File: src/rtl/spi32_slave.sv
`default_nettype none
// spi32_slave - oversampled SPI mode-0 responder with 32-bit word interface. Rev 1.0
// Define SPI32_SLAVE_TX_EN to build the transmit path; otherwise receive-only.
module spi32_slave #(
  parameter int         SYNC_STAGES = 2,
  parameter logic [7:0] TX_FILL     = 8'hFF
) (
  input  logic        clk,
  input  logic        reset,
  input  logic [31:0] din,
  input  logic        load,
  output logic        tx_ready,
  output logic [31:0] dout,
  output logic [2:0]  rx_count,
  output logic        rx_valid,
  output logic        rx_overflow,
  output logic        busy,
  input  logic        sclk,
  input  logic        sdi,
  output logic        sdo,
  input  logic        cs
);

  typedef enum logic [1:0] {
    IDLE   = 2'd0,
    ACTIVE = 2'd1,
    DONE   = 2'd2
  } state_t;

  state_t state;

  logic [SYNC_STAGES-1:0] cs_sync, sclk_sync, sdi_sync;
  logic cs_d, sclk_d;
  logic cs_s, sclk_s, sdi_s;
  logic cs_fall, cs_rise, sclk_rise, sclk_fall;

  logic [2:0]  bit_cnt;
  logic [2:0]  byte_cnt;
  logic [7:0]  byte_sr;
  logic [31:0] rx_word;
  logic        ovf;

  always_ff @(posedge clk or negedge reset) begin
    if (!reset) begin
      cs_sync   <= '0;
      sclk_sync <= '0;
      sdi_sync  <= '0;
      cs_d      <= 1'b0;
      sclk_d    <= 1'b0;
    end else begin
      cs_sync   <= {cs_sync[SYNC_STAGES-2:0], cs};
      sclk_sync <= {sclk_sync[SYNC_STAGES-2:0], sclk};
      sdi_sync  <= {sdi_sync[SYNC_STAGES-2:0], sdi};
      cs_d      <= cs_s;
      sclk_d    <= sclk_s;
    end
  end

  assign cs_s      = cs_sync[SYNC_STAGES-1];
  assign sclk_s    = sclk_sync[SYNC_STAGES-1];
  assign sdi_s     = sdi_sync[SYNC_STAGES-1];
  assign cs_fall   = cs_d & ~cs_s;
  assign cs_rise   = ~cs_d & cs_s;
  assign sclk_rise = ~sclk_d & sclk_s;
  assign sclk_fall = sclk_d & ~sclk_s;

`ifdef SPI32_SLAVE_TX_EN
  logic [31:0] tx_shift;
  logic [31:0] tx_shadow;
  logic [2:0]  fill_idx;

  // Each falling edge follows bit_cnt rising edges, so this walks TX_FILL MSB first
  // and the fill bits reach sdo as whole TX_FILL bytes once the word is exhausted.
  assign fill_idx = 3'd0 - bit_cnt;
`else
  logic unused_tx;
  assign unused_tx = ^{din, load, TX_FILL};
  assign sdo       = 1'b0;
  assign tx_ready  = 1'b0;
`endif

  always_ff @(posedge clk or negedge reset) begin
    if (!reset) begin
      state       <= IDLE;
      busy        <= 1'b0;
      rx_valid    <= 1'b0;
      dout        <= '0;
      rx_count    <= '0;
      rx_overflow <= 1'b0;
      bit_cnt     <= '0;
      byte_cnt    <= '0;
      byte_sr     <= '0;
      rx_word     <= '0;
      ovf         <= 1'b0;
`ifdef SPI32_SLAVE_TX_EN
      tx_shift    <= '0;
      tx_shadow   <= '0;
      tx_ready    <= 1'b1;
      sdo         <= 1'b0;
`endif
    end else begin
      rx_valid <= 1'b0;
`ifdef SPI32_SLAVE_TX_EN
      if (load && tx_ready) begin
        tx_shadow <= din;
        tx_ready  <= 1'b0;
      end
`endif
      case (state)
        IDLE: begin
          if (cs_fall) begin
            state    <= ACTIVE;
            busy     <= 1'b1;
            bit_cnt  <= '0;
            byte_cnt <= '0;
            byte_sr  <= '0;
            rx_word  <= '0;
            ovf      <= 1'b0;
`ifdef SPI32_SLAVE_TX_EN
            // A load in this same cycle only sees tx_ready=1, so it lands for the next frame.
            if (!tx_ready) begin
              tx_shift <= tx_shadow;
              sdo      <= tx_shadow[31];
              tx_ready <= 1'b1;
            end else begin
              tx_shift <= {4{TX_FILL}};
              sdo      <= TX_FILL[7];
            end
`endif
          end
        end
        ACTIVE: begin
          if (cs_rise) begin
            state <= DONE;
`ifdef SPI32_SLAVE_TX_EN
            sdo   <= 1'b0;
`endif
          end else begin
            if (sclk_rise) begin
              byte_sr <= {byte_sr[6:0], sdi_s};
              bit_cnt <= bit_cnt + 3'd1;
              if (bit_cnt == 3'd7) begin
                rx_word <= {rx_word[23:0], byte_sr[6:0], sdi_s};
                if (byte_cnt == 3'd4) ovf <= 1'b1;
                else                  byte_cnt <= byte_cnt + 3'd1;
              end
            end
`ifdef SPI32_SLAVE_TX_EN
            if (sclk_fall) begin
              tx_shift <= {tx_shift[30:0], TX_FILL[fill_idx]};
              sdo      <= tx_shift[30];
            end
`endif
          end
        end
        DONE: begin
          state <= IDLE;
          busy  <= 1'b0;
          if (byte_cnt != 3'd0) begin
            dout        <= rx_word;
            rx_count    <= byte_cnt;
            rx_overflow <= ovf;
            rx_valid    <= 1'b1;
          end
        end
        default: begin
          state <= IDLE;
          busy  <= 1'b0;
        end
      endcase
    end
  end

endmodule
`default_nettype wire

File: config.mk
export PLATFORM = sky130hd
export DESIGN_NAME = spi32_slave
export DESIGN_NICKNAME = d
export VERILOG_FILES = /design/src/rtl/spi32_slave.sv
export SDC_FILE = /design/constraint.sdc
export NUM_CORES = 1
export LEC_CHECK = 0
export ABC_AREA = 1
export BUFFER_PORTS_ARGS = -buffer_cell sky130_fd_sc_hd__buf_2
export CAP_MARGIN = 20
export CORE_MARGIN = 2
export CORE_UTILIZATION = 45
export CTS_CLUSTER_DIAMETER = 80
export DETAILED_ROUTE_END_ITERATION = 16
export PLACE_DENSITY_LB_ADDON = 0.2
export SLEW_MARGIN = 20
export SYNTH_ARGS = -nofsm -noshare
export SYNTH_HDL_FRONTEND = slang
export SYNTH_SLANG_ARGS = --single-unit
export TNS_END_PERCENT = 30
File: constraint.sdc
create_clock -name clk -period 1.5 [get_ports clk]
set_input_delay 0.3 -clock clk [delete_from_list [all_inputs] [get_ports clk]]
set_output_delay 0.3 -clock clk [all_outputs]
set_load 0.01 [all_outputs]
==> impl_results.md <==
- Clock buffer depth: 2
- Area Growth Syn to Fin: 19.4%
- DR WL/cell: approximately 13 microns
- CTS H-tree depth: 3
- Post-DRT Antenna Nets: 0
- Design Area, Final: about 0.0048 sq mm
- WP data required: about 1.8 ns
- Vias in the first global route: about 2900
- Tot Pwr: approximately 8 mW
- Dpl ws: -0.0231 ns
- Global-route wire length before repair: ~13000 microns
- Fin worst setup slack: approximately 0.012 ns
- Fin. Hold Viols: 0
- Power density over the cells: 1640 mW/mm^2
- CP Max Fanout: 14
- CP Class: reg -> reg
- Sum of negative setup slack: 0 ns
- RePlAce Congestion: roughly 0.75
- Synth async-reset ratio: 1.00
- Adder-cell share of the synthesized area: 0.0124
- Router iterations before antenna repair: 4
- Vias per cell: ~4.9
- Placed inst area: 0.00444 sq mm
- XOR/XNOR share of the synthesized area: 0.00218
- Post-layout net count: between 500 and 600
- Final Skew: 0.0153 ns
- Post-Synthesis Cells: roughly 450
- Yosys warns: 0
- # port buffers: between 40 and 50
- Ant. Diodes: 0
- Slew Viols, Final: 0
- Min-delay worst type: in -> reg
- Post-Syn Area: 0.00402 sq mm
- Most numerous cell in the Yosys netlist: nand2_1
- Gr usage total: 0.171
- Initial antenna violation count: 0
- Post-Synth Simple-Gate Area: 0.270
- Max Cap Viol: 0
- Post-route minimum period: 1.49 ns
- Post-CTS Setup Bufs: 0
- Post-synthesis cell type count: 27
- Layout cells sized above 1: 0.233
- Pin count of the biggest net entering global routing: 46
- Drt drc: 0
- Leading area contributor after synthesis: dfrtp_1
- Die H: approximately 99 microns
- Final HPWL DP: slightly above 5000 microns
- CTS tree: done
- Prevailing post-synth register cell: dfrtp_1
- Insertion delay of the later-clocked pin in the worst-skew pair: 0.37 ns
- RSZ-0062 raised after global routing: yes
- Clk sinks: 94
- Setup crit end kind: register
- Status: finished clean
- Clk pin slew, worst setup/hold paths: 0.08 ns
- Syn avg cell area: ~8.9 sq um
- Largest family of logic cells by synthesized area: simple AND/OR/NAND/NOR gates
- Total wire length: about 8000 microns
- CP Launch Type: register
- Worst VDD drop: approximately 0.00069 V
- Leakage Power: between 2 and 2.5 nW
- Die ar.: just under 0.01 sq mm
- Top cells by count, synth: nand2_1 (163), dfrtp_1 (94), inv_1 (40), nor2_1 (36), nand4_1 (33)
- Row cnt: 34
- Starting DRT DRC Count: 95
- Synth top area share: 0.585
- Crit path DAT: about 1.7 ns
- EDFF count, synth: 0
- Final worst-path cycle share: 0.992
- Clock buffer count from CTS: 9
- Multiplexer share of the synthesized area: 0
- Via Count: approximately 3000
- Synth Area in Compound Gates: 0.0486
- Filler cells: 840
- Register area share after synthesis: 0.585
- Num ports: 78
- Global route overflow: 0
- #FFs+latches synth: 94
- Max Fclk: a little under 700 MHz
- Top post-synthesis cells by area: dfrtp_1 (59%), nand2_1 (15%), nand4_1 (5.1%)
- Setup violators final: 0
- Die width: ~99 microns
- Starting Density: 0.463
- CTS root buf: clkbuf_8
- Placeable Area: ~0.0087 sq mm
-- path summary, 6_finish.rpt --
| check | to | start | cells past startpoint | slack, ns |
|---|---|---|---|---|
| worst max-delay path | rx_word[2] | bit_cnt[0] | 8 | 0.01 |
| worst min-delay path | cs_sync[0] | cs | 1 | 0.04 |
| worst max register to register | rx_word[2] | bit_cnt[0] | 8 | 0.01 |
| worst min register to register | sdi_sync[1] | sdi_sync[0] | 0 | 0.35 |
| max in group asynchronous | rx_word[0] | reset | 3 | 0.64 |
| min in group asynchronous | dout[30] | reset | 2 | 0.34 |
-- worst max-delay path: stages (launching register included) --
cell	delay, ns
dfrtp_1	0.36
ha_2	0.20
ha_4	0.14
inv_4	0.04
a21oi_4	0.18
nand3_4	0.15
buf_12	0.20
nand2_1	0.06
nand2_1	0.04
-- layout make-up --
type	instances	area, sq um	area share
Clock buffer	10	128	0.0266
Clock inverter	6	95.1	0.0198
Inverter	44	171	0.0357
Multi-Input combinational cell	292	1430	0.298
Sequential cell	94	2350	0.491
Tap cell	108	135	0.0282
Timing Repair Buffer	65	484	0.101
-- cells in the final DEF, fill, tap and decap left out, types with 2 or more instances in the layout --
master and n:
a21oi_1 2, buf_12 6, buf_2 41, buf_4 15, bufinv_16 2, clkbuf_8 9
clkinv_4 3, conb_1 2, dfrtp_1 92, dfrtp_2 2, ha_1 2, inv_1 39
inv_2 3, nand2_1 146, nand2_2 17, nand2_4 3, nand3_1 6, nand3_4 2
nand4_1 33, nor2_1 36, nor2_2 2, nor2_4 2, o21ai_0 28, o21ai_1 2
o21ai_2 2
-- cells by family after synthesis --
group / count (synthesis)
DFF: 94
buffers and inverters: 69
other: 1
and+or+nand+nor: 249
adders and majority gates: 4
xor gates and xnor gates: 1
AOI/OAI and AO/OA: 36
-- per-layer routing --
| metal | wire length, microns | up-vias | global-route usage |
|---|---|---|---|
| met5 | 0 | - | 0 |
| met4 | 129 | 0 | 0.0664 |
| met3 | 242 | 11 | 0.0390 |
| met2 | 3700 | 43 | 0.279 |
| met1 | 3760 | 1428 | 0.224 |
| li1 | - | 1527 | - |
-- registers in the layout, summed over array words and instances, names as in the netlist, 2 cells and up --
| name | cells |
|---|---|
| sclk_sync | 2 |
| bit_cnt | 3 |
| dout | 32 |
| rx_word | 32 |
| byte_sr | 7 |
| rx_count | 3 |
| cs_sync | 2 |
| sdi_sync | 2 |
| byte_cnt | 3 |
| state | 2 |
-- stage by stage --
stage / instances / hold WS, ns / utilization
2_1_floorplan: 455 / 0.00441 / -
5_1_grt: 619 / 0.0148 / 0.553
4_1_cts: 617 / 0.0235 / 0.539
6_report: 619 / 0.0362 / 0.553
3_5_place_dp: 600 / 0.191 / 0.511
3_3_place_gp: 600 / 0.192 / 0.511
-- power breakdown --
group	total [mW]	switching, mW	internal, mW	leakage [nW]
Combinational	2.78	1.74	1.03	1.11
Sequential	3.22	0.280	2.94	1.27
Clock	1.86	0.909	0.954	0.111
Total	7.86	2.93	4.93	2.50
-- repair_timing --
action                                 in CTS  in global routing
resized for setup                           1                 29
endpoints found under the hold margin      15                  0
hold buffers                                1                  0
cloned                                      0                  2
setup endpoints to repair                  29                 62
(Power assumes the default switching activity.)
